[src/rtl/feature_transform_sequencer.sv]
// feature_transform_sequencer
//   Sequencer and capture block for the GCN feature-transform stage. It walks
//   every (feature row, weight column) pair in row-major order and issues read
//   strobes to the feature and weight memories. The dot product that comes back
//   one cycle later is written into a FEATURE_ROWS x WEIGHT_COLS result buffer.
//   A registered read port lets the aggregation stage read that buffer.
//
//   Ports:
//     clk, reset          clock (rising edge), asynchronous active-high reset
//     start               run request, honoured in IDLE or DONE only
//     busy, done          busy in RUN/DRAIN; done held in DONE until next start
//     fm_rd_en/fm_rd_row  feature-memory read strobe and row index
//     wm_rd_en/wm_rd_col  weight-memory read strobe and column index
//     dot_product         multiplier result, valid the cycle after the strobe
//     res_rd_row/col      result buffer read address
//     res_rd_data         registered read data (1-cycle latency, 0 if out of range)
//     cycle_count         busy-cycle counter (only with FEATURE_TRANSFORM_PERF_CNT_EN)
//
//   Optional build macro: FEATURE_TRANSFORM_PERF_CNT_EN adds the 32-bit
//   saturating cycle_count output.
module feature_transform_sequencer #(
  parameter int FEATURE_ROWS   = 6,
  parameter int WEIGHT_COLS    = 3,
  parameter int DOT_PROD_WIDTH = 16,
  parameter int ROW_W = (FEATURE_ROWS > 1) ? $clog2(FEATURE_ROWS) : 1,
  parameter int COL_W = (WEIGHT_COLS  > 1) ? $clog2(WEIGHT_COLS)  : 1
) (
  input  logic                      clk,
  input  logic                      reset,
  input  logic                      start,
  output logic                      busy,
  output logic                      done,
  output logic                      fm_rd_en,
  output logic [ROW_W-1:0]          fm_rd_row,
  output logic                      wm_rd_en,
  output logic [COL_W-1:0]          wm_rd_col,
  input  logic [DOT_PROD_WIDTH-1:0] dot_product,
  input  logic [ROW_W-1:0]          res_rd_row,
  input  logic [COL_W-1:0]          res_rd_col,
  output logic [DOT_PROD_WIDTH-1:0] res_rd_data
`ifdef FEATURE_TRANSFORM_PERF_CNT_EN
  ,
  output logic [31:0]               cycle_count
`endif
);

  typedef enum logic [1:0] {IDLE, RUN, DRAIN, DONE} state_t;

  localparam logic [ROW_W-1:0] LAST_ROW = ROW_W'(FEATURE_ROWS - 1);
  localparam logic [COL_W-1:0] LAST_COL = COL_W'(WEIGHT_COLS - 1);
  // One extra bit so the bound itself is representable for the range check.
  localparam logic [ROW_W:0]   ROWS_EXT = (ROW_W + 1)'(FEATURE_ROWS);
  localparam logic [COL_W:0]   COLS_EXT = (COL_W + 1)'(WEIGHT_COLS);

  state_t state, state_nxt;

  logic [ROW_W-1:0] row_cnt, hold_row;
  logic [COL_W-1:0] col_cnt, hold_col;
  logic             last_pair;

  logic                      cap_vld_p0;
  logic [ROW_W-1:0]          cap_row_p0;
  logic [COL_W-1:0]          cap_col_p0;
  logic [DOT_PROD_WIDTH-1:0] result [FEATURE_ROWS][WEIGHT_COLS];
  logic                      rd_in_range;

  assign last_pair = (row_cnt == LAST_ROW) && (col_cnt == LAST_COL);

  always_ff @(posedge clk or posedge reset) begin
    if (reset) state <= IDLE;
    else       state <= state_nxt;
  end

  always_comb begin
    state_nxt = state;
    case (state)
      IDLE:    if (start) state_nxt = RUN;
      RUN:     if (last_pair) state_nxt = DRAIN;
      DRAIN:   state_nxt = DONE;
      DONE:    if (start) state_nxt = RUN;
      default: state_nxt = IDLE;
    endcase
  end

  assign busy     = (state == RUN) || (state == DRAIN);
  assign done     = (state == DONE);
  assign fm_rd_en = (state == RUN);
  assign wm_rd_en = (state == RUN);
  // Counters show the live pair while issuing; afterwards the last issued
  // pair is held so the memories see stable addresses.
  assign fm_rd_row = (state == RUN) ? row_cnt : hold_row;
  assign wm_rd_col = (state == RUN) ? col_cnt : hold_col;

  // Issue stage: row-major counters, back to (0,0) after the final pair.
  always_ff @(posedge clk or posedge reset) begin
    if (reset) begin
      row_cnt  <= '0;
      col_cnt  <= '0;
      hold_row <= '0;
      hold_col <= '0;
    end else if (state == RUN) begin
      hold_row <= row_cnt;
      hold_col <= col_cnt;
      if (last_pair) begin
        row_cnt <= '0;
        col_cnt <= '0;
      end else if (col_cnt == LAST_COL) begin
        col_cnt <= '0;
        row_cnt <= row_cnt + ROW_W'(1);
      end else begin
        col_cnt <= col_cnt + COL_W'(1);
      end
    end
  end

  // p0: issued pair delayed one cycle to line up with the returning dot product.
  always_ff @(posedge clk or posedge reset) begin
    if (reset) begin
      cap_vld_p0 <= 1'b0;
      cap_row_p0 <= '0;
      cap_col_p0 <= '0;
    end else begin
      cap_vld_p0 <= (state == RUN);
      cap_row_p0 <= row_cnt;
      cap_col_p0 <= col_cnt;
    end
  end

  assign rd_in_range = ({1'b0, res_rd_row} < ROWS_EXT) && ({1'b0, res_rd_col} < COLS_EXT);

  // Capture and read port. Reading before writing in the same edge returns
  // the old entry on a simultaneous read/capture of one location.
  always_ff @(posedge clk or posedge reset) begin
    if (reset) begin
      res_rd_data <= '0;
      for (int r = 0; r < FEATURE_ROWS; r++)
        for (int c = 0; c < WEIGHT_COLS; c++)
          result[r][c] <= '0;
    end else begin
      res_rd_data <= rd_in_range ? result[res_rd_row][res_rd_col] : '0;
      if (cap_vld_p0) result[cap_row_p0][cap_col_p0] <= dot_product;
    end
  end

`ifdef FEATURE_TRANSFORM_PERF_CNT_EN
  function automatic logic [31:0] sat_inc(input logic [31:0] v);
    return (v == 32'hFFFF_FFFF) ? v : v + 32'd1;
  endfunction

  always_ff @(posedge clk or posedge reset) begin
    if (reset) begin
      cycle_count <= '0;
    end else if (start && ((state == IDLE) || (state == DONE))) begin
      cycle_count <= '0;
    end else if (busy) begin
      cycle_count <= sat_inc(cycle_count);
    end
  end
`endif

endmodule

[config.mk]
export PLATFORM = sky130hd
export DESIGN_NAME = feature_transform_sequencer
export DESIGN_NICKNAME = d
export VERILOG_FILES = /design/src/rtl/feature_transform_sequencer.sv
export SDC_FILE = /design/constraint.sdc
export NUM_CORES = 1
export LEC_CHECK = 0
export ABC_AREA = 1
export CAP_MARGIN = 20
export CORE_MARGIN = 8
export CORE_UTILIZATION = 35
export CTS_CLUSTER_DIAMETER = 60
export DETAILED_ROUTE_END_ITERATION = 10
export PLACE_DENSITY = 0.56
export SYNTH_ARGS = -nofsm -noshare
export SYNTH_HDL_FRONTEND = slang
export SYNTH_SLANG_ARGS = --single-unit
[constraint.sdc]
create_clock -name clk -period 12.6 [get_ports clk]
set_clock_uncertainty 0.1 [all_clocks]
set_input_delay 1.89 -clock clk [delete_from_list [all_inputs] [get_ports clk]]
set_output_delay 1.89 -clock clk [all_outputs]
set_load 0.02 [all_outputs]
Yosys cells after proc, flatten, opt, wreduce, memory -nomap -nowiden
Index checks and enable logic that the tools add are counted.

Flip-flop bits (word level): 322. Input bits: 24. Output and inout bits: 25. Logic and storage cells: 79.

$add $sub $neg: 2. Magnitude comparators: 8. Equal/unequal tests: 7. Multiplexer cells: 21. Bitwise logic cells: 4. Reductions and logical operators: 10.

Operators with widths (number): $bwmux 288 (1); $bmux 48 s3 (1); $demux 48 s3 (1); $mux 48 (3); $mux 16 (4); $bmux 16 s2 (1); $demux 16 s2 (1); $mux 2 (5); $mux 3 (3); $ge 4x4->1 const B (2); $not 3->4 (2); $eq 2x2->1 const B (3); $ge 3x3->1 const B (2); $not 2->3 (2); $pmux 2 s3 (1); $logic_and 1x1->1 (4); $lt 4x1->1 const B (1); $ne 2x1->1 const B (2); $reduce_and 2->1 (2); $add 3x1->3 const B (1); $eq 3x3->1 const B (1); $lt 3x1->1 const B (1); $lt 3x3->1 const B (1); $add 2x1->2 const B (1); other kinds (6) (6).

Longest topological paths before layout
Depth in word-level cells: 8. Gate-level depth with buffers: 10. Depth with buffers taken out: 7.

Least setup slack after synthesis
No wires, ideal clock.

Path kind: flip-flop to output port. From: reg state[1]. To: out fm_rd_row[0]. Arrival time: 1.594 ns. Required time: 10.610 ns. Setup slack: 9.016 ns. Stages on the path, launching flop included: 5. Path buffers: 0. Cell sequence: dfrtp_1 -> inv_1 -> ha_1 -> inv_1 -> o21ai_0.

Cells in the longest elaborated chain, start to end: 2.

Ends and longest elaborated chain: start: declaration (line 55) `state_t state, state_nxt;`; start signal: assignment (line 71) `else state <= state_nxt;`; $eq 2x1->1; named net fm_rd_en (line 33) `output logic fm_rd_en,`; $mux 3 (line 91) `assign fm_rd_row = (state == RUN) ? row_cnt : hold_row;`; end: declaration (line 34) `output logic [ROW_W-1:0] fm_rd_row,`.

The timed path passes the listed nets, and every way through them passes these cells.

Worst setup path after layout
From: reg state[1]. To: out fm_rd_row[0].

Cells in the longest elaborated chain, start to end: 2.

Ends and longest elaborated chain (line): $eq 2x1->1 (91); $mux 3 (91).

No other way between the ends.

==> impl_metrics.csv <==
group,metric,value,unit
status,status,"complete, no violations",
worst_setup_path,critical_path.cell_chain,"inv_1 > ha_1 > inv_1 > o21ai_0 > clkdlybuf4s50_1",
finish,stdcell_area,16300,µm²
finish,nFillCells,4136,
grt,grt_pass1_wl,65600,µm
place,dp_hpwl,23400,µm
grt,grt_max_degree,169,
routing,routedWlPerCell,17.9,µm
worst_setup_path,r2r_end,"result[284]$_DFFE_PP0P_",
worst_setup_path,crit_start,"state[1]$_DFFE_PP0P_",
synth,ys_types,24,
finish,seq_area,8060,µm²
clock_network,htree_levels,2,
power_and_ir_drop,max-vdd-ir-drop,0.0991,mV
finish,final_util,0.401,
sta,worst_slew_pin_slew,1.07,ns
worst_setup_path,slowest_stage,"clkdlybuf4s50_1",
worst_setup_path,crit_top_cell,"inv_1",
worst_setup_path,cp-start-kind,"flip-flop",
grt,grt_pass1_vias,11300,
worst_setup_path,path_buf_inv,3,
finish,antenna_cells,0,
floorplanning,start_util,0.353,
synth,synth_top_area_frac,0.562,
routing,first_pass_iters,5,
routing,antenna_left,0,
worst_setup_path,rrSetupSlack,10.52,ns
worst_setup_path,path_delay_family,"buffers and inverters",
synth,synth_edf_count,0,
finish,synthToLayoutAreaGrowth,13.6,%
worst_setup_path,cp.depth,5,
place,dpl_cell_area,15100,µm²
power_and_ir_drop,p_leak,8.14,nW
sta,rsz0062_at_grt,"no",
sta,maxSlewHeadroom,0.287,
finish,multi_input_comb_area,5550,µm²
finish,layout.nets,1779,
synth,syn_area_per_cell,8.12,µm²
place,port_buffers,48,
floorplanning,fp-row-count,74,
sta,finalCritPeriodShare,0.353,
worst_setup_path,arrival,2.45,ns
floorplanning,dieArea,47700,µm²
synth,synth_top_cell_by_area,"dfrtp_1",
worst_setup_path,worstSetupPathType,"reg -> out",
floorplanning,die_y,218,µm
power_and_ir_drop,total_power,3.63,mW
flow_run,drv_cap,0,
routing,drc,0,
synth,seq_area_frac_synth,0.562,
synth,ys.flop_type,"dfrtp_1",
synth,synth-async-reset-ratio,1.00,
clock_network,clock_latency,0.52,ns
worst_setup_path,critPathCapture,"fm_rd_row[0]",
floorplanning,io_pins,49,
sta,tns,0,ns
sta,finalSetupViolations,0,
routing,vias_per_cell,5.09,
worst_setup_path,worstPathMaxFanout,9,
place,gp_congestion,0.756,
worst_setup_path,reg2reg_depth,5,
clock_network,cts_resized,0,
clock_network,cts-root-buf,"clkbuf_16",
sta,hold_viol,0,
finish,drive_above_1_share,0.0558,
routing,drt_first_iter_violations,1127,
clock_network,cts_sinks,322,
clock_network,cts.path.max_buffers,3,
synth,yosys_register_bits,322,
grt,antenna_found_initial,0,
clock_network,path_clk_slew,0.06,ns
routing,route.vias.total,11700,
grt,overflow,0,
grt,grt_use_total,0.174,
worst_setup_path,r2r-start,"cap_row_p0[2]$_DFF_PP0_",
synth,synth_area,14300,µm²
floorplanning,dieWidth,218,µm
clock_network,postCtsSetupBuffers,0,
clock_network,numCtsBuffers,36,
routing,routed_wl,41200,µm
grt,top_usage_layer,"met2",
grt,grt_use_met2,0.287,
hold_path,hold_path_class,"reg -> reg",
worst_setup_path,required,10.61,ns
grt,grtUsageMet1,0.234,
worst_setup_path,end_kind,"output port",
synth,synth_area_leaders,"dfrtp_1 (56%), nand2_1 (20%), o21ai_0 (8.4%), nand3_1 (6.2%), buf_2 (2.0%)",
synth,netlist_instances,1766,
power_and_ir_drop,power_density,223,nW/µm²
sta,period_needed,4.44,ns
worst_setup_path,max_stage_delay,0.65,ns
grt,grtUsageMet3,0.0272,
sta,fmax,225,MHz
synth,ys_warn_count,0,
sta,finalMaxSlewViolations,0,
clock_network,hold_buffers,0,
clock_network,cts_tree,"done",
floorplanning,coreArea,40600,µm²
synth,syn_nets,1795,
kinds of logic after synthesis:
logic type | count (synthesis) | synth area share
adders and majority gates | 5 | 0.00436
and+or+nand+nor | 963 | 0.272
AOI/OAI and AO/OA | 315 | 0.110
DFF | 322 | 0.562
buffers and inverters | 161 | 0.0516
sequential cells by signal, indices dropped and copies added (netlist names):
register and count:
row_cnt 3, cap_vld_p0 1, res_rd_data 16, state 2, col_cnt 2, result 288
hold_col 2, hold_row 3, cap_col_p0 2, cap_row_p0 3
metal layers:
layer,vias to the layer above,wire length (µm),part of all wire
met4,0,1140,0.028
met3,67,2330,0.057
met1,5649,18600,0.45
met5,-,0,0
met2,340,19100,0.46
li1,5675,-,-
metrics by stage:
stage / instances / worst slack (ns) / hold WS, ns
after floorplan: 1766 / 1.70 / 0.278
after global placement: 2241 / 7.88 / 0.294
after detailed placement: 2244 / 7.88 / 0.300
after CTS: 2306 / 8.12 / 0.315
after global routing: 2306 / 7.96 / 0.326
final: 2306 / 8.16 / 0.316
worst min path at each step:
stage,depth (start not counted),slack (ns),to,startpoint
finish,0,0.32,cap_row_p0[1]$_DFF_PP0_,row_cnt[1]$_DFFE_PP0P_
CTS,0,0.31,cap_row_p0[1]$_DFF_PP0_,row_cnt[1]$_DFFE_PP0P_
global route,0,0.33,cap_row_p0[1]$_DFF_PP0_,row_cnt[1]$_DFFE_PP0P_
detailed placement,0,0.30,cap_row_p0[1]$_DFF_PP0_,row_cnt[1]$_DFFE_PP0P_
global placement,0,0.29,cap_row_p0[1]$_DFF_PP0_,row_cnt[1]$_DFFE_PP0P_
floorplan,0,0.28,cap_row_p0[1]$_DFF_PP0_,row_cnt[1]$_DFFE_PP0P_
synth_stat cells, drive strengths merged, types with 5 or more instances:
library cell  number
nor2              19
buf               78
nand3            179
clkbuf            51
inv               32
a21oi             16
o21ai            297
nand2            756
dfrtp            322
nor3               7
ha                 5
layout by cell type, fill, tap and decap left out:
cell type | Yosys | final
clkbuf_16 | 0 | 37
clkdlybuf4s50_1 | 0 | 44
clkinvlp_4 | 0 | 1
nand2_2 | 0 | 1
buf_16 | 0 | 3
ha_1 | 5 | 5
clkbuf_1 | 47 | 9
nand3_1 | 179 | 179
clkinv_4 | 0 | 1
nand4_1 | 1 | 1
clkinv_2 | 0 | 3
nor2_2 | 2 | 2
nor3b_4 | 1 | 1
o21ai_1 | 57 | 57
nor2_4 | 0 | 1
clkbuf_8 | 0 | 11
o21ai_0 | 240 | 240
o22ai_1 | 1 | 1
nand2_1 | 756 | 755
dfrtp_1 | 322 | 322
inv_2 | 2 | 2
a21boi_0 | 1 | 1
inv_8 | 0 | 1
buf_2 | 58 | 3
inv_1 | 29 | 28
a21oi_1 | 16 | 16
buf_12 | 0 | 1
nor2_1 | 17 | 16
nor3_1 | 1 | 1
nor3_2 | 6 | 6
inv_4 | 1 | 1
buf_4 | 13 | 24
where the power goes:
part           leakage [nW]  internal (mW)  switching, mW
Combinational          4.13          0.369          0.521
Clock                 0.562          0.603          0.415
Sequential             3.44           1.48          0.247
layout make-up:
type                            instances  area share
Sequential cell                       322       0.495
Multi-Input combinational cell       1283       0.341
Tap cell                              532      0.0409
Inverter                               32     0.00799
Clock inverter                          5     0.00192
Timing Repair Buffer                   75      0.0453
Clock buffer                           57      0.0682
No activity file was read; power rests on OpenSTA's default activity.
